$ cat config.mk
export PLATFORM = sky130hd
export DESIGN_NAME = log_unit_pipe
export DESIGN_NICKNAME = d
export VERILOG_FILES = /design/src/rtl/ppc_types.sv /design/src/rtl/log_cntlz.sv /design/src/rtl/log_unit_pipe.sv
export SDC_FILE = /design/constraint.sdc
export NUM_CORES = 1
export LEC_CHECK = 0
export BUFFER_PORTS_ARGS = -buffer_cell sky130_fd_sc_hd__buf_2
export CAP_MARGIN = 15
export CORE_MARGIN = 10
export CORE_UTILIZATION = 40
export DETAILED_ROUTE_END_ITERATION = 10
export GPL_TIMING_DRIVEN = 0
export SETUP_SLACK_MARGIN = 0.5
export SYNTH_ARGS = -nofsm -noshare
export SYNTH_HDL_FRONTEND = slang
export SYNTH_SLANG_ARGS = --single-unit
export TNS_END_PERCENT = 1
$ cat constraint.sdc
create_clock -name clk -period 2.98 [get_ports clk]
set_input_delay 0.149 -clock clk [delete_from_list [all_inputs] [get_ports clk]]
set_output_delay 0.149 -clock clk [all_outputs]
set_load 0.01 [all_outputs]
$ cat src/rtl/ppc_types.sv
// Shared decode, opcode and condition-register types for the logic execution unit.
package ppc_types;

   typedef enum logic [3:0] {
      LOG_AND                      = 4'd0,
      LOG_OR                       = 4'd1,
      LOG_XOR                      = 4'd2,
      LOG_NAND                     = 4'd3,
      LOG_NOR                      = 4'd4,
      LOG_EQUIVALENT               = 4'd5,
      LOG_AND_WITH_COMPLEMENT      = 4'd6,
      LOG_OR_WITH_COMPLEMENT       = 4'd7,
      LOG_EXTEND_SIGN_BYTE         = 4'd8,
      LOG_EXTEND_SIGN_HALFWORD     = 4'd9,
      LOG_COUNT_LEADING_ZEROS_WORD = 4'd10,
      LOG_POPULATION_COUNT_BYTE    = 4'd11
   } log_op_t;

   typedef struct packed {
      log_op_t operation;
      logic    alter_cr0;
   } log_decode_t;

   // cr0[0:3] = LT, GT, EQ, SO
   typedef struct packed {
      logic [0:3] cr0;
      logic       cr0_valid;
      logic       so;
      logic [0:2] xer;
      logic       xer_valid;
   } cond_exception_t;

   function automatic logic [0:3] make_cr0(input logic lt, input logic eq, input logic so);
      return {lt, !lt && !eq, eq, so};
   endfunction

endpackage

$ cat src/rtl/log_cntlz.sv
// Combinational leading-zero counter (bit 0 = MSB): per-16-bit group encoders feeding a group-level priority pick.
module log_cntlz #(
   parameter int DATA_WIDTH = 32
) (
   input  logic [0:DATA_WIDTH-1]              value,
   output logic [$clog2(DATA_WIDTH+1)-1:0]    count
);

   localparam int NG = DATA_WIDTH / 16;
   localparam int CW = $clog2(DATA_WIDTH + 1);

   logic [NG-1:0] grp_any;
   logic [3:0]    grp_lz [NG];

   function automatic logic [3:0] lz16(input logic [0:15] x);
      logic [3:0] r;
      r = 4'd0;
      for (int b = 15; b >= 0; b--) begin
         if (x[b]) r = 4'(b);
      end
      return r;
   endfunction

   genvar gi;
   generate
      for (gi = 0; gi < NG; gi++) begin : g_group
         assign grp_any[gi] = |value[16*gi +: 16];
         assign grp_lz[gi]  = lz16(value[16*gi +: 16]);
      end
   endgenerate

   // The most significant non-empty group wins; an all-zero operand reports DATA_WIDTH.
   always_comb begin
      count = CW'(DATA_WIDTH);
      for (int g = NG - 1; g >= 0; g--) begin
         if (grp_any[g]) count = CW'(16 * g + int'(grp_lz[g]));
      end
   end

endmodule

$ cat src/rtl/log_unit_pipe.sv
// Pipelined logical execution unit with valid/ready on both sides and synchronous flush.
// Optional per-byte popcount is built when LOG_UNIT_POPCNT_EN is defined.
module log_unit_pipe
   import ppc_types::*;
#(
   parameter int RS_ID_WIDTH = 5,
   parameter int DATA_WIDTH  = 32,
   parameter int STAGES      = 3
) (
   input  logic                   clk,
   input  logic                   rst,
   input  logic                   flush,
   input  logic                   input_valid,
   output logic                   input_ready,
   input  logic [RS_ID_WIDTH-1:0] rs_id_in,
   input  logic [4:0]             result_reg_addr_in,
   input  logic [0:DATA_WIDTH-1]  op1,
   input  logic [0:DATA_WIDTH-1]  op2,
   input  logic                   so,
   input  log_decode_t            control,
   output logic                   output_valid,
   input  logic                   output_ready,
   output logic [RS_ID_WIDTH-1:0] rs_id_out,
   output logic [4:0]             result_reg_addr_out,
   output logic [0:DATA_WIDTH-1]  result,
   output cond_exception_t        cr0_xer
);

   localparam int CW = $clog2(DATA_WIDTH + 1);

   typedef struct packed {
      logic [0:DATA_WIDTH-1]  op1;
      logic [0:DATA_WIDTH-1]  op2;
      log_decode_t            control;
      logic                   so;
      logic [RS_ID_WIDTH-1:0] rs_id;
      logic [4:0]             addr;
   } s0_t;

   typedef struct packed {
      logic [0:DATA_WIDTH-1]  and_res;
      logic [0:DATA_WIDTH-1]  or_res;
      logic [0:DATA_WIDTH-1]  xor_res;
      logic [0:DATA_WIDTH-1]  nand_res;
      logic [0:DATA_WIDTH-1]  nor_res;
      logic [0:DATA_WIDTH-1]  eqv_res;
      logic [0:DATA_WIDTH-1]  andc_res;
      logic [0:DATA_WIDTH-1]  orc_res;
      logic [0:DATA_WIDTH-1]  extsb_res;
      logic [0:DATA_WIDTH-1]  extsh_res;
      logic [0:DATA_WIDTH-1]  cntlz_res;
`ifdef LOG_UNIT_POPCNT_EN
      logic [0:DATA_WIDTH-1]  popcnt_res;
`endif
      log_decode_t            control;
      logic                   so;
      logic [RS_ID_WIDTH-1:0] rs_id;
      logic [4:0]             addr;
   } s1_t;

   typedef struct packed {
      logic [0:DATA_WIDTH-1]  result;
      cond_exception_t        cr0_xer;
      logic [RS_ID_WIDTH-1:0] rs_id;
      logic [4:0]             addr;
   } out_t;

   logic [0:STAGES-1] v_reg;
   logic [0:STAGES-1] en;
   s0_t               s0_reg;
   s1_t               s1_reg, s1_next;
   out_t              s2_next;
   out_t              pipe_reg [2:STAGES-1];
   logic [CW-1:0]     cntlz_count;
   logic [0:DATA_WIDTH-1] res_mux;

   genvar gi;

   // Stage i may advance unless it and everything downstream is full and the CDB is stalled.
   generate
      for (gi = 0; gi < STAGES; gi++) begin : g_en
         assign en[gi] = output_ready | ~(&v_reg[gi:STAGES-1]);
      end
   endgenerate

   assign input_ready = en[0];

   always_ff @(posedge clk) begin
      if (rst || flush) begin
         v_reg <= '0;
      end else begin
         if (en[0]) v_reg[0] <= input_valid;
         for (int i = 1; i < STAGES; i++) begin
            if (en[i]) v_reg[i] <= v_reg[i-1];
         end
      end
   end

   always_ff @(posedge clk) begin
      if (rst) begin
         s0_reg <= '0;
      end else if (en[0]) begin
         s0_reg <= '{op1, op2, control, so, rs_id_in, result_reg_addr_in};
      end
   end

   log_cntlz #(.DATA_WIDTH(DATA_WIDTH)) u_cntlz (
      .value (s0_reg.op1),
      .count (cntlz_count)
   );

`ifdef LOG_UNIT_POPCNT_EN
   logic [0:DATA_WIDTH-1] popcnt_bytes;
   generate
      for (gi = 0; gi < DATA_WIDTH / 8; gi++) begin : g_popcnt
         assign popcnt_bytes[8*gi +: 8] = 8'($countones(s0_reg.op1[8*gi +: 8]));
      end
   endgenerate
`endif

   always_comb begin
      s1_next           = '0;
      s1_next.and_res   = s0_reg.op1 & s0_reg.op2;
      s1_next.or_res    = s0_reg.op1 | s0_reg.op2;
      s1_next.xor_res   = s0_reg.op1 ^ s0_reg.op2;
      s1_next.nand_res  = ~(s0_reg.op1 & s0_reg.op2);
      s1_next.nor_res   = ~(s0_reg.op1 | s0_reg.op2);
      s1_next.eqv_res   = ~(s0_reg.op1 ^ s0_reg.op2);
      s1_next.andc_res  = s0_reg.op1 & ~s0_reg.op2;
      s1_next.orc_res   = s0_reg.op1 | ~s0_reg.op2;
      s1_next.extsb_res = {{(DATA_WIDTH-8){s0_reg.op1[DATA_WIDTH-8]}}, s0_reg.op1[DATA_WIDTH-8 +: 8]};
      s1_next.extsh_res = {{(DATA_WIDTH-16){s0_reg.op1[DATA_WIDTH-16]}}, s0_reg.op1[DATA_WIDTH-16 +: 16]};
      s1_next.cntlz_res = DATA_WIDTH'(cntlz_count);
`ifdef LOG_UNIT_POPCNT_EN
      s1_next.popcnt_res = popcnt_bytes;
`endif
      s1_next.control   = s0_reg.control;
      s1_next.so        = s0_reg.so;
      s1_next.rs_id     = s0_reg.rs_id;
      s1_next.addr      = s0_reg.addr;
   end

   always_ff @(posedge clk) begin
      if (rst) begin
         s1_reg <= '0;
      end else if (en[1]) begin
         s1_reg <= s1_next;
      end
   end

   always_comb begin
      res_mux = '0;
      case (s1_reg.control.operation)
         LOG_AND:                      res_mux = s1_reg.and_res;
         LOG_OR:                       res_mux = s1_reg.or_res;
         LOG_XOR:                      res_mux = s1_reg.xor_res;
         LOG_NAND:                     res_mux = s1_reg.nand_res;
         LOG_NOR:                      res_mux = s1_reg.nor_res;
         LOG_EQUIVALENT:               res_mux = s1_reg.eqv_res;
         LOG_AND_WITH_COMPLEMENT:      res_mux = s1_reg.andc_res;
         LOG_OR_WITH_COMPLEMENT:       res_mux = s1_reg.orc_res;
         LOG_EXTEND_SIGN_BYTE:         res_mux = s1_reg.extsb_res;
         LOG_EXTEND_SIGN_HALFWORD:     res_mux = s1_reg.extsh_res;
         LOG_COUNT_LEADING_ZEROS_WORD: res_mux = s1_reg.cntlz_res;
`ifdef LOG_UNIT_POPCNT_EN
         LOG_POPULATION_COUNT_BYTE:    res_mux = s1_reg.popcnt_res;
`endif
         default:                      res_mux = '0;
      endcase
   end

   always_comb begin
      s2_next                   = '0;
      s2_next.result            = res_mux;
      s2_next.cr0_xer.cr0       = make_cr0(res_mux[0], res_mux == '0, s1_reg.so);
      s2_next.cr0_xer.cr0_valid = s1_reg.control.alter_cr0;
      s2_next.cr0_xer.so        = s1_reg.so;
      s2_next.rs_id             = s1_reg.rs_id;
      s2_next.addr              = s1_reg.addr;
   end

   always_ff @(posedge clk) begin
      if (rst) begin
         pipe_reg[2] <= '0;
      end else if (en[2]) begin
         pipe_reg[2] <= s2_next;
      end
   end

   // Extra stages only add latency; they carry the finished stage-2 payload unchanged.
   generate
      for (gi = 3; gi < STAGES; gi++) begin : g_delay
         always_ff @(posedge clk) begin
            if (rst) begin
               pipe_reg[gi] <= '0;
            end else if (en[gi]) begin
               pipe_reg[gi] <= pipe_reg[gi-1];
            end
         end
      end
   endgenerate

   assign output_valid        = v_reg[STAGES-1];
   assign result              = pipe_reg[STAGES-1].result;
   assign cr0_xer             = pipe_reg[STAGES-1].cr0_xer;
   assign rs_id_out           = pipe_reg[STAGES-1].rs_id;
   assign result_reg_addr_out = pipe_reg[STAGES-1].addr;

endmodule

=== Word-level counts from Yosys, hierarchy flattened ===
Memory sizes are Yosys's and may differ from the RTL's.
Index checks and enable logic that the tools add are counted.

* Register bits: 385
* RAM bits: 48
* Input bits: 85
* Memories kept: 1

* Add/sub/neg operators: 1
* Eq/ne operators: 10
* Muxes and demuxes: 41
* Bitwise operators: 16
* Reductions and logical operators: 10

{| class="wikitable"
|+ Memories
! memory !! depth !! width !! read ports !! clocked after memory_dff !! write ports !! RTL line !! source
|-
| pipe_reg || 1 || 48 || 1 || 0 || 1 || log_unit_pipe.sv:73 || <nowiki>out_t pipe_reg [2:STAGES-1];</nowiki>
|}

{| class="wikitable"
|+ Operators by type and width
! cell !! number
|-
| 32-bit one-hot mux with 11 select lines || 1
|-
| 4-bit two-way mux || 32
|-
| 32-bit NOT || 4
|-
| 32-bit bitwise AND || 2
|-
| 32-bit OR || 2
|-
| 48-bit two-way mux || 1
|-
| 32-bit zero test || 1
|-
| 16-bit OR reduction || 2
|-
| 32-bit XOR || 1
|-
| 4-bit by 3-bit equality test with 1-bit output, second input constant || 4
|-
| 4-bit equality test, second input constant || 3
|-
| 6-bit two-way mux || 2
|-
| 4-bit by 2-bit equality test with 1-bit output, second input constant || 2
|-
| 5-bit by 4-bit adder with 6-bit output, first input constant || 1
|-
| 1-bit two-way mux || 5
|-
| 4-bit by 1-bit equality test with 1-bit output, second input constant || 1
|-
| 4-bit zero test || 1
|-
| 1-bit OR || 4
|-
| 1-bit NOT || 3
|-
| 3-bit AND reduction || 1
|-
| 1-bit zero test || 2
|-
| 2-bit AND reduction || 1
|-
| 1-bit logical AND || 1
|-
| 1-bit logical OR || 1
|}

=== Depth between registers and ports, before layout ===
Gate-level depths: netlist (run 1).

* Depth in word-level cells: 19
* Mapped depth: 11
* Depth with buffers taken out: 7

=== Hierarchy ===
A second synthesis (run 1) with hierarchy kept.

* Cell total of the unflattened synthesis: 2,256
* Area total of the unflattened synthesis: 19,264.7 um2

{| class="wikitable"
|+ Modules (own cells, without submodules)
! module !! instances !! cells each !! area an instance (um2) !! seq. area each (um2)
|-
| log_unit_pipe || 1 || 2,190 || 18,848.1 || 8,928.6
|-
| log_cntlz || 1 || 66 || 416.6 || 0.0
|}

=== Least setup slack after synthesis (run 1) ===
OpenSTA, ideal clock, no wires.

* Kind: register -> register
* From: register s1_reg[14] (netlist name)
* To: memory pipe_reg[2][14] (netlist name) (data pin)
* Library setup time: 0.270 ns
* Arrival time: 2.022 ns
* Required time: 2.710 ns
* Path slack: 0.688 ns
* Cell stages (with the launch flop): 10
* Buffers on the path: 3
* Path through: dfxtp_1 buf_6 buf_2 buf_2 mux2i_1 nor3_1 nor4_1 nand4_1 nor4_2 a31oi_1

* Word-level cells in the longest chain between the ends: 6
* Elaborated cells between the ends (all ways): 17
* Classes of those cells: eq/ne: 10; mux: 2; reduce/logical: 5

{| class="wikitable"
|+ Ends and longest elaborated chain
! item !! RTL line !! source
|-
| start: declaration || log_unit_pipe.sv:71 || <nowiki>s1_t s1_reg, s1_next;</nowiki>
|-
| start signal: assignment || log_unit_pipe.sv:147 || <nowiki>s1_reg <= s1_next;</nowiki>
|-
| 4-bit equality test (tied with other cells) || log_unit_pipe.sv:153 || <nowiki>case (s1_reg.control.operation)</nowiki>
|-
| 32-bit one-hot mux with 11 select lines (*) || log_unit_pipe.sv:153 ||
|-
| 32-bit zero test || log_unit_pipe.sv:175 || <nowiki>s2_next.cr0_xer.cr0 = make_cr0(res_mux[0], res_mux == '0, s1_reg.so);</nowiki>
|-
| 1-bit zero test || ppc_types.sv:34 || <nowiki>return {lt, !lt && !eq, eq, so};</nowiki>
|-
| 1-bit logical AND (*) || ppc_types.sv:34 ||
|-
| 48-bit two-way mux (no source line) (*) || -- ||
|-
| end: declaration || log_unit_pipe.sv:73 ||
|}

Mark *: on every way between the ends. The rest lies on a longest branch, timed or not.

=== Final worst setup path (run 1) ===
* From: register s1_reg[12] (netlist name)
* To: memory pipe_reg[2][14] (netlist name) (data pin)

The elaborated chain is that of the path after synthesis.

==> flow_metrics.env, run 1 <==
export IMPL_run_status="complete, no violations"
export IMPL_vdd_ir_drop_worst_mv=0.3982
export IMPL_antennaDiodeCount=0
export IMPL_grt_overflow_total=0
export IMPL_clock_latency_ns=0.59
export IMPL_post_route_util_pct=52.13
export IMPL_clock_tree_buffer_depth=3
export IMPL_cts_clk_slew_worst_paths_ns=0.06
export IMPL_die_w_um=238.1
export IMPL_post_synthesis_compound_gate_area_fraction_pct=16.01
export IMPL_power_clock_fraction_pct=43.9
export IMPL_share_seq_of_total_power_pct=45.3
export IMPL_finalClockSkew_ns=0.01646
export IMPL_cp_startpoint="s1_reg[12]"
export IMPL_critical_path_source_type="register"
export IMPL_yosys_area_share_xor_xnor_pct=0
export IMPL_synth_simple_gate_area_share_pct=19.11
export IMPL_finalNonFillerCells=3223
export IMPL_timing_final_crit_share_pct=92.60
export IMPL_finish_net_count=2791
export IMPL_synth_edf_count=46
export IMPL_final_antenna_net_count=0
export IMPL_number_of_distinct_library_cells_after_synthesis=69
export IMPL_detail_route_iter0_violations=2211
export IMPL_number_of_buffers_and_inverters_on_the_critical_path=5
export IMPL_synth_mux_area_fraction_pct=3.854
export IMPL_placementRows=79
export IMPL_wire_length_of_the_first_global_routing_pass_um=118700
export IMPL_viasPerCell=5.715
export IMPL_clkSinkCount=423
export IMPL_floorplan_core_area_sq_mm=0.04675
export IMPL_most_common_layout_cells="sky130_fd_sc_hd__nand2_1, sky130_fd_sc_hd__dfxtp_1, sky130_fd_sc_hd__a21oi_1"
export IMPL_worstPathMaxFanout=10
export IMPL_post_layout_instance_area_sq_mm=0.02437
export IMPL_drc=0
export IMPL_start_util_pct=40.69
export IMPL_gpl_final_weighted_congestion=0.9888
export IMPL_largest_reg_flops=294
export IMPL_floorplan_io_pins=139
export IMPL_total_leakage_power_nw=10.19
export IMPL_power_combinational_fraction_pct=10.7
export IMPL_worst_min_delay_path_category="in2reg"
export IMPL_synthDominantCellAreaShare_pct=39.67
export IMPL_grt_setup_unrepaired="yes"
export IMPL_netlist_top_cells_area="sky130_fd_sc_hd__dfxtp_1, sky130_fd_sc_hd__nand2_1, sky130_fd_sc_hd__ha_1, sky130_fd_sc_hd__edfxtp_1, sky130_fd_sc_hd__a21oi_1"
export IMPL_critical_path_top_delay_family="simple AND/OR/NAND/NOR gates"
export IMPL_dp_hpwl_um=56900
export IMPL_cts_made_buffers=47
export IMPL_end_kind="register"
export IMPL_post_synth_fa_ha_maj_area_fraction_pct=8.419
export IMPL_hold_slack_ns=0.09565
export IMPL_max_freq_mhz=362.4
export IMPL_r2r_start="s1_reg[12]"
export IMPL_synth_area_per_cell_sq_um=8.523
export IMPL_finalMaxSlewViolations=0
export IMPL_synth_warnings=0
export IMPL_synth_area_leader_cell="sky130_fd_sc_hd__dfxtp_1"
export IMPL_layout_area_overhead_vs_synth_pct=28.12
export IMPL_finalWorstPathRequiredPeriod_ns=2.759
export IMPL_grt_max_degree=32
export IMPL_final_layout_size_suffix_gt1_share_pct=16.63
export IMPL_htree_num_levels=2
export IMPL_power_switching_mw=3.599
export IMPL_sw_frac_of_total_pct=25.85
export IMPL_max_slew_margin_pct=20.39
export IMPL_dr_pass1_iters=6
export IMPL_holdCritStartpoint="rst"
export IMPL_mostFrequentLayoutCell="sky130_fd_sc_hd__nand2_1"
export IMPL_number_of_antenna_violations_at_the_first_check_in_global_routing=2
export IMPL_cell_chain_critical_path="buf_6 -> buf_12 -> buf_4 -> nand2b_4 -> buf_8 -> a21oi_1 -> nor4_4 -> buf_4 -> nand4_1 -> or2_4 -> nor4_4 -> a31oi_1"
export IMPL_die_height_um=238.1
export IMPL_wl_um=82120
export IMPL_cp_arrival_ns=3.09
export IMPL_mappedNetlistArea_sq_mm=0.01902
export IMPL_via_count=18419
export IMPL_synth_top_family_by_area="simple AND/OR/NAND/NOR gates"
export IMPL_routedWlPerCell_um=25.48
export IMPL_synth_ff_type="sky130_fd_sc_hd__dfxtp_1"
export IMPL_setup_worst_path_class="reg2reg"
export IMPL_dpl_instance_area_sq_mm=0.02049
export IMPL_slowest_stage="sky130_fd_sc_hd__nor4_4"
export IMPL_count_of_port_buffers_added_during_placement=134
export IMPL_setup_tns_final_ns=0
export IMPL_max_cap_viol_count=0
export IMPL_worstMarginPinSlew_ns=1.194
export IMPL_cp_required_ns=3.31
export IMPL_sequential_element_share_of_the_synthesized_area_pct=46.94
export IMPL_p_int_mw=10.32
export IMPL_first_global_vias=18134
export IMPL_synth_instances=2232
export IMPL_postSynthRegisterBits=423
export IMPL_setup_viol_count_final=0
export IMPL_critical_path_max_stage_delay_ns=0.33
export IMPL_final_hold_viol_count=0
export IMPL_cellPowerDensity_mw_per_mm2=571.2
export IMPL_ys_async_sr_fraction_pct=0
export IMPL_root_buffer="sky130_fd_sc_hd__clkbuf_16"
export IMPL_global_route_usage_total_pct=27.94
export IMPL_tritoncts="done"
export IMPL_placed_cells=2978
export IMPL_dieArea_sq_mm=0.05668
## per-stage QoR
step / setup slack (ns) / total power, mW
3_3_place_gp: -0.9320 / 7.572
6_report: 0.2205 / 13.92
5_1_grt: 0.1440 / 14.28
2_1_floorplan: 0.6877 / 7.036
4_1_cts: 0.3124 / 13.81
3_5_place_dp: -0.9372 / 7.598
## cells by family (layout without fill, tap and decap cells)
logic type               Yosys count  in the layout
AO/OA/AOI/OAI                    523            523
adder cells (fa/ha/maj)          128            128
buffers and inverters            239            620
flip-flops                       423            423
multiplexers                      68             68
other                              1              4
AND/OR/NAND/NOR                  850            850
## path summary, 6_finish.rpt
kind                          end  slack (ns)  depth (start not counted)
hold / removal    pipe_reg[2][13]         0.1                          3
setup / recovery  pipe_reg[2][14]        0.22                         12
setup reg to reg  pipe_reg[2][14]        0.22                         12
hold reg to reg         s1_reg[7]        0.45                          2
## cell usage after synthesis, drive strengths merged (7+ instances only)
library cell,n
clkbuf,122
mux2,12
a221oi,11
nand2,501
nor4,20
and3,11
o21ai,112
ha,128
nand3,24
o22ai,17
a211oi,37
a22oi,16
edfxtp,46
nand4,9
mux2i,53
buf,47
or3b,8
o32ai,7
a21oi,275
nor3,22
dfxtp,377
nor2,189
and2,20
nor2b,15
nand3b,12
inv,70
## power by group through the flow
| stage | Clock (mW) | Combinational [mW] | Sequential [mW] |
|---|---|---|---|
| final | 6.12 | 1.50 | 6.31 |
| after global routing | 6.35 | 1.59 | 6.34 |
| after CTS | 6.12 | 1.39 | 6.30 |
| after detailed placement | 0 | 1.18 | 6.42 |
| after global placement | 0 | 1.17 | 6.40 |
| after floorplan | 0 | 0.691 | 6.34 |
## worst min-delay path, stage by stage
cell,delay [ns]
sky130_fd_sc_hd__buf_2,0.09
sky130_fd_sc_hd__nor2_1,0.11
sky130_fd_sc_hd__and4_1,0.17
## layout make-up
class	count	area, sq um
clock buffers	67	1375
fillers	4364	22380
multi-input cells	1573	9458
repair buffers	294	2212
plain buffers	169	1140
well taps	607	759.5
clock inverters	20	225.2
flip-flops and latches	423	8935
inverters	70	269.0
## metal layers
layer	share of wire, %	GRT usage (%)	routed length [um]
met5	0.013	0	11
met4	5.7	15.46	4715
met3	11	7.112	8959
met2	43	42.69	35360
met1	40	35.56	33060
## repair_timing
item / 4_1_cts / 5_1_grt
hold endpoints to repair: 83 / 0
hold buffers: 83 / 0
setup buffers: 45 / 26
endpoints found under the setup margin: 222 / 184
gates resized for setup: 136 / 52
gates cloned: 1 / 3
pin swaps: 18 / 19
Power figures use the tool's default switching activity.
==> inputs of run 2 (changes only) <==
- MAX_ROUTING_LAYER: default -> met4
==> run 2 against run 1 <==
Net effect:
- final cell count is 0.12% higher
- combinational power increased by 3%
- die area stayed put
==> flow_metrics.env, run 2 (synthesized netlist as in run 1, its figures left out) <==
export IMPL_tritoncts="done"
export IMPL_clkSinkCount=423
export IMPL_final_hold_viol_count=0
export IMPL_global_route_usage_total_pct=29.02
export IMPL_first_global_vias=17893
export IMPL_htree_num_levels=2
export IMPL_crit_cells=12
export IMPL_grt_max_degree=33
export IMPL_dieArea_sq_mm=0.05668
export IMPL_count_of_port_buffers_added_during_placement=134
export IMPL_use_met3_pct=6.535
export IMPL_dp_hpwl_um=57130
export IMPL_root_buffer="sky130_fd_sc_hd__clkbuf_16"
export IMPL_floorplan_io_pins=139
export IMPL_cell_chain_critical_path="buf_12 -> buf_12 -> buf_12 -> buf_12 -> and3_4 -> a21oi_2 -> nor3_2 -> nor4_4 -> buf_4 -> nand4_1 -> nor4_4 -> a31oi_1"
export IMPL_setup_tns_final_ns=0
export IMPL_largest_reg_flops=294
export IMPL_cp_startpoint="s1_reg[13]"
export IMPL_timing_reg2reg_worst_path_depth=12
export IMPL_groute_layer_met2_usage_pct=43.64
export IMPL_finalMaxSlewViolations=0
export IMPL_cellPowerDensity_mw_per_mm2=571.3
export IMPL_worstPathMaxFanout=9
export IMPL_total_leakage_power_nw=10.28
export IMPL_dr_pass1_iters=6
export IMPL_start_util_pct=40.69
export IMPL_mostFrequentLayoutCell="sky130_fd_sc_hd__nand2_1"
export IMPL_run_status="complete, no violations"
export IMPL_globalRoute_busiestLayer="met2"
export IMPL_max_freq_mhz=366.6
export IMPL_critical_path_max_stage_delay_ns=0.34
export IMPL_floorplan_core_area_sq_mm=0.04675
export IMPL_wl_um=83020
export IMPL_routedWlPerCell_um=25.73
export IMPL_end_kind="register"
export IMPL_detail_route_iter0_violations=2179
export IMPL_cts_clk_slew_worst_paths_ns=0.06
export IMPL_finish_net_count=2793
export IMPL_gpl_final_weighted_congestion=1.022
export IMPL_finalClockSkew_ns=0.01840
export IMPL_viasPerCell=5.707
export IMPL_worstMarginPinSlew_ns=1.142
export IMPL_placed_cells=2978
export IMPL_die_w_um=238.1
export IMPL_setup_worst_path_class="reg2reg"
export IMPL_max_cap_viol_count=0
export IMPL_placementRows=79
export IMPL_most_common_layout_cells="sky130_fd_sc_hd__nand2_1, sky130_fd_sc_hd__dfxtp_1, sky130_fd_sc_hd__a21oi_1"
export IMPL_drc=0
export IMPL_timing_final_crit_share_pct=91.53
export IMPL_via_count=18417
export IMPL_number_of_buffers_and_inverters_on_the_critical_path=5
export IMPL_setup_viol_count_final=0
export IMPL_worst_min_delay_path_category="in2reg"
export IMPL_wire_length_of_the_first_global_routing_pass_um=118900
export IMPL_critical_path_source_type="register"
export IMPL_slowest_stage="sky130_fd_sc_hd__dfxtp_2"
export IMPL_r2r_slack_ns=0.25
export IMPL_clock_latency_ns=0.60
export IMPL_grt_setup_unrepaired="yes"
export IMPL_grt_overflow_total=0
export IMPL_final_antenna_net_count=0
export IMPL_clock_tree_buffer_depth=3
export IMPL_die_height_um=238.1
export IMPL_finalWorstPathRequiredPeriod_ns=2.728
export IMPL_hold_slack_ns=0.09719
export IMPL_final_layout_size_suffix_gt1_share_pct=17.61
export IMPL_cp_required_ns=3.31
export IMPL_critical_path_top_delay_family="simple AND/OR/NAND/NOR gates"
export IMPL_number_of_antenna_violations_at_the_first_check_in_global_routing=1
export IMPL_layout_area_overhead_vs_synth_pct=29.93
export IMPL_critical_path_most_common_cell="sky130_fd_sc_hd__buf_12"
export IMPL_regToRegEndpoint="pipe_reg[2][14]"
export IMPL_cp_arrival_ns=3.05
export IMPL_fillCellCount=4287
export IMPL_max_slew_margin_pct=23.18
export IMPL_vdd_ir_drop_worst_mv=0.4050
export IMPL_r2r_start="s1_reg[13]"
export IMPL_grt_use_met1_pct=35.86
export IMPL_cts_made_buffers=47
export IMPL_finalNonFillerCells=3227
export IMPL_worstSetupEndpoint="pipe_reg[2][14]"
==> run 2: cell types whose count changed in the layout (fill, tap and decap cells not counted), moves of 3 or more <==
| cell | before | now |
|---|---|---|
| sky130_fd_sc_hd__buf_6 | 14 | 6 |
| sky130_fd_sc_hd__clkinvlp_4 | 2 | 6 |
| sky130_fd_sc_hd__a221oi_2 | 2 | 5 |
| sky130_fd_sc_hd__clkbuf_1 | 121 | 116 |
| sky130_fd_sc_hd__buf_4 | 75 | 68 |
| sky130_fd_sc_hd__buf_12 | 20 | 35 |
==> run 2: area by class of cell <==
class	count	area, sq um	area share, %
Multi-Input combinational cell	1573	9550	38.64
Sequential cell	423	8939	36.16
Antenna cell	2	5.005	0.02025
Buffer	169	1200	4.854
Clock buffer	60	1319	5.335
Timing Repair Buffer	296	2349	9.501
Inverter	70	269.0	1.088
Clock inverter	27	327.8	1.326
Tap cell	607	759.5	3.073
==> run 2: worst min-delay path by stage <==
| stage | cells after the start | slack [ns] | startpoint | end |
|---|---|---|---|---|
| 2_1_floorplan | 1 | 0.23 | flush | v_reg[0] |
| 3_3_place_gp | 2 | 0.37 | flush | v_reg[1] |
| 3_5_place_dp | 2 | 0.36 | flush | v_reg[2] |
| 4_1_cts | 3 | 0.08 | rst | pipe_reg[2][3] |
| 5_1_grt | 3 | 0.13 | rst | pipe_reg[2][3] |
| 6_report | 3 | 0.1 | rst | pipe_reg[2][1] |
==> run 2: timing repair <==
| item | in CTS | in global routing |
|---|---|---|
| setup endpoints to repair | 218 | 168 |
| hold buffers | 83 | 0 |
| endpoints found under the hold margin | 83 | 0 |
| gates cloned | 4 | 2 |
| gates resized for setup | 177 | 47 |
| buffers inserted | 58 | 13 |
| pin swaps | 33 | 22 |
==> run 2: per-stage QoR <==
step	cell area [sq um]	total power [mW]	utilization (%)	worst slack (ns)
2_1_floorplan	19030	7.036	-	0.6877
3_3_place_gp	20460	7.580	43.77	-0.9807
3_5_place_dp	20490	7.602	43.83	-0.9805
4_1_cts	24330	14.05	52.04	0.2804
5_1_grt	24720	14.49	52.86	0.2378
6_report	24720	14.12	52.87	0.2524
==> run 2: routing by layer <==
metal | routed length (um) | share of wire [%]
met3 | 8260 | 9.9
met2 | 35880 | 43
met5 | 0 | 0
met1 | 33790 | 41
met4 | 5088 | 6.1
==> run 2: power by group <==
group          total [mW]  internal [mW]  switching, mW
combinational        1.54          0.640          0.896
sequential           6.31           6.07          0.243
clock                6.27           3.74           2.53
==> run 2: worst reg2reg max path, stage by stage, from the launching register on <==
cell and delay [ns]:
sky130_fd_sc_hd__dfxtp_2 0.34, sky130_fd_sc_hd__buf_12 0.15, sky130_fd_sc_hd__buf_12 0.16, sky130_fd_sc_hd__buf_12 0.14, sky130_fd_sc_hd__buf_12 0.15, sky130_fd_sc_hd__and3_4 0.18
sky130_fd_sc_hd__a21oi_2 0.12, sky130_fd_sc_hd__nor3_2 0.07, sky130_fd_sc_hd__nor4_4 0.24, sky130_fd_sc_hd__buf_4 0.20, sky130_fd_sc_hd__nand4_1 0.29, sky130_fd_sc_hd__nor4_4 0.29
sky130_fd_sc_hd__a31oi_1 0.13
==> inputs of run 3 (changes only) <==
- RECOVER_POWER: default -> 25
==> run 3 against run 2 <==
Net effect:
- global-route usage unchanged
- highest routed layer unchanged
- flip-flop and latch count did not move
- final cell count stayed put
==> flow_metrics.env, run 3 (synthesized netlist as in run 1, its figures left out) <==
export IMPL_holdCritStartpoint="rst"
export IMPL_start_util_pct=40.69
export IMPL_setup_tns_final_ns=0
export IMPL_first_global_vias=17893
export IMPL_cts_made_buffers=47
export IMPL_grt_max_degree=33
export IMPL_global_route_usage_total_pct=29.02
export IMPL_largest_reg_flops=294
export IMPL_cts_clk_slew_worst_paths_ns=0.06
export IMPL_hold_slack_ns=0.1227
export IMPL_htree_num_levels=2
export IMPL_slack_of_the_critical_path_ns=0.1971
export IMPL_tritoncts="done"
export IMPL_cp_required_ns=3.31
export IMPL_worst_min_delay_path_category="in2reg"
export IMPL_max_cap_viol_count=0
export IMPL_via_count=18442
export IMPL_final_hold_viol_count=0
export IMPL_dieArea_sq_mm=0.05668
export IMPL_worst_setup_slack_before_clock_tree_synthesis_ns=-0.9805
export IMPL_drc=0
export IMPL_count_of_port_buffers_added_during_placement=134
export IMPL_placed_cells=2978
export IMPL_finalClockSkew_ns=0.01438
export IMPL_clkSinkCount=423
export IMPL_most_common_layout_cells="sky130_fd_sc_hd__nand2_1, sky130_fd_sc_hd__dfxtp_1, sky130_fd_sc_hd__a21oi_1"
export IMPL_route_layer_met1_wl_um=33970
export IMPL_floorplan_core_area_sq_mm=0.04675
export IMPL_worstPathMaxFanout=9
export IMPL_wire_length_of_the_first_global_routing_pass_um=118900
export IMPL_finalNonFillerCells=3227
export IMPL_final_antenna_net_count=0
export IMPL_finish_net_count=2793
export IMPL_cellPowerDensity_mw_per_mm2=573.2
export IMPL_setup_viol_count_final=0
export IMPL_met2WireLength_um=35950
export IMPL_floorplan_io_pins=139
export IMPL_worstMarginPinSlew_ns=1.158
export IMPL_gpl_final_weighted_congestion=1.022
export IMPL_final_layout_size_suffix_gt1_share_pct=15.58
export IMPL_grt_setup_unrepaired="yes"
export IMPL_max_freq_mhz=359.3
export IMPL_layout_area_overhead_vs_synth_pct=29.42
export IMPL_finalMaxSlewViolations=0
export IMPL_max_slew_margin_pct=22.07
export IMPL_detail_route_iter0_violations=2188
export IMPL_vdd_ir_drop_worst_mv=0.4046
export IMPL_post_layout_instance_area_sq_mm=0.02462
export IMPL_routed_wl_met3_um=8117
export IMPL_mostFrequentLayoutCell="sky130_fd_sc_hd__nand2_1"
export IMPL_viasPerCell=5.715
export IMPL_wl_um=83050
export IMPL_clock_latency_ns=0.60
export IMPL_root_buffer="sky130_fd_sc_hd__clkbuf_16"
export IMPL_cp_arrival_ns=3.11
export IMPL_r2r_start="s1_reg[13]"
export IMPL_die_height_um=238.1
export IMPL_placementRows=79
export IMPL_finalWorstPathRequiredPeriod_ns=2.783
export IMPL_end_kind="register"
export IMPL_dr_pass1_iters=8
export IMPL_highest_metal_layer_with_signal_wires="met4"
export IMPL_dpl_instance_area_sq_mm=0.02049
export IMPL_critical_path_source_type="register"
export IMPL_total_leakage_power_nw=10.04
export IMPL_die_w_um=238.1
export IMPL_clock_tree_buffer_depth=3
export IMPL_grt_overflow_total=0
export IMPL_run_status="complete, no violations"
export IMPL_routedWlPerCell_um=25.73
export IMPL_dp_hpwl_um=57130
export IMPL_setup_worst_path_class="reg2reg"
export IMPL_timing_final_crit_share_pct=93.38
export IMPL_number_of_antenna_violations_at_the_first_check_in_global_routing=1
export IMPL_cp_startpoint="s1_reg[13]"
run 3: worst paths after layout:
kind,end,slack [ns],depth (start not counted)
worst max-delay path,pipe_reg[2][14],0.20,12
worst min-delay path,pipe_reg[2][1],0.12,3
worst max register to register,pipe_reg[2][14],0.20,12
worst min register to register,s1_reg[5],0.45,2
run 3: critical path, cell delays in order, from the launching register on:
cell,delay [ns]
sky130_fd_sc_hd__dfxtp_2,0.35
sky130_fd_sc_hd__buf_12,0.15
sky130_fd_sc_hd__buf_12,0.14
sky130_fd_sc_hd__buf_12,0.14
sky130_fd_sc_hd__buf_12,0.15
sky130_fd_sc_hd__buf_4,0.14
sky130_fd_sc_hd__nand3b_1,0.10
sky130_fd_sc_hd__a21oi_1,0.11
sky130_fd_sc_hd__nor4_1,0.39
sky130_fd_sc_hd__and2_1,0.23
sky130_fd_sc_hd__nand4_1,0.19
sky130_fd_sc_hd__nor4_4,0.29
sky130_fd_sc_hd__a31oi_1,0.13
run 3: layout make-up:
class | count | area, sq um
fill | 4315 | 22130
multi-input combinational | 1573 | 9529
sequential | 423 | 8939
timing repair buffer | 296 | 2272
clock buffer | 60 | 1319
buffer | 169 | 1200
tap | 607 | 759.5
clock inverter | 27 | 327.8
inverter | 70 | 269.0
antenna | 2 | 5.005
run 3: layer usage:
metal	track usage [%]	up-vias
met1	35.86	8854
met2	43.64	1012
met3	6.535	287
met4	15.50	0
li1	-	8289
met5	-	-
run 3: timing repair:
action	CTS	global route
hold buffers	83	0
setup endpoints to repair	218	168
pin swaps	33	22
setup buffers	58	13
resized for setup	177	47
endpoints found under the hold margin	83	0
cloned	4	2
run 3: power breakdown:
part	total [mW]	internal (mW)	switching (mW)
combinational	1.53	0.631	0.896
clock	6.27	3.74	2.53
sequential	6.31	6.07	0.244
total	14.1	10.4	3.67
run 3: through the flow:
| stage | total power [mW] | util, % |
|---|---|---|
| 6_report | 14.11 | 52.66 |
| 3_5_place_dp | 7.602 | 43.83 |
| 2_1_floorplan | 7.036 | - |
| 3_3_place_gp | 7.580 | 43.77 |
| 4_1_cts | 14.05 | 52.04 |
| 5_1_grt | 14.48 | 52.65 |
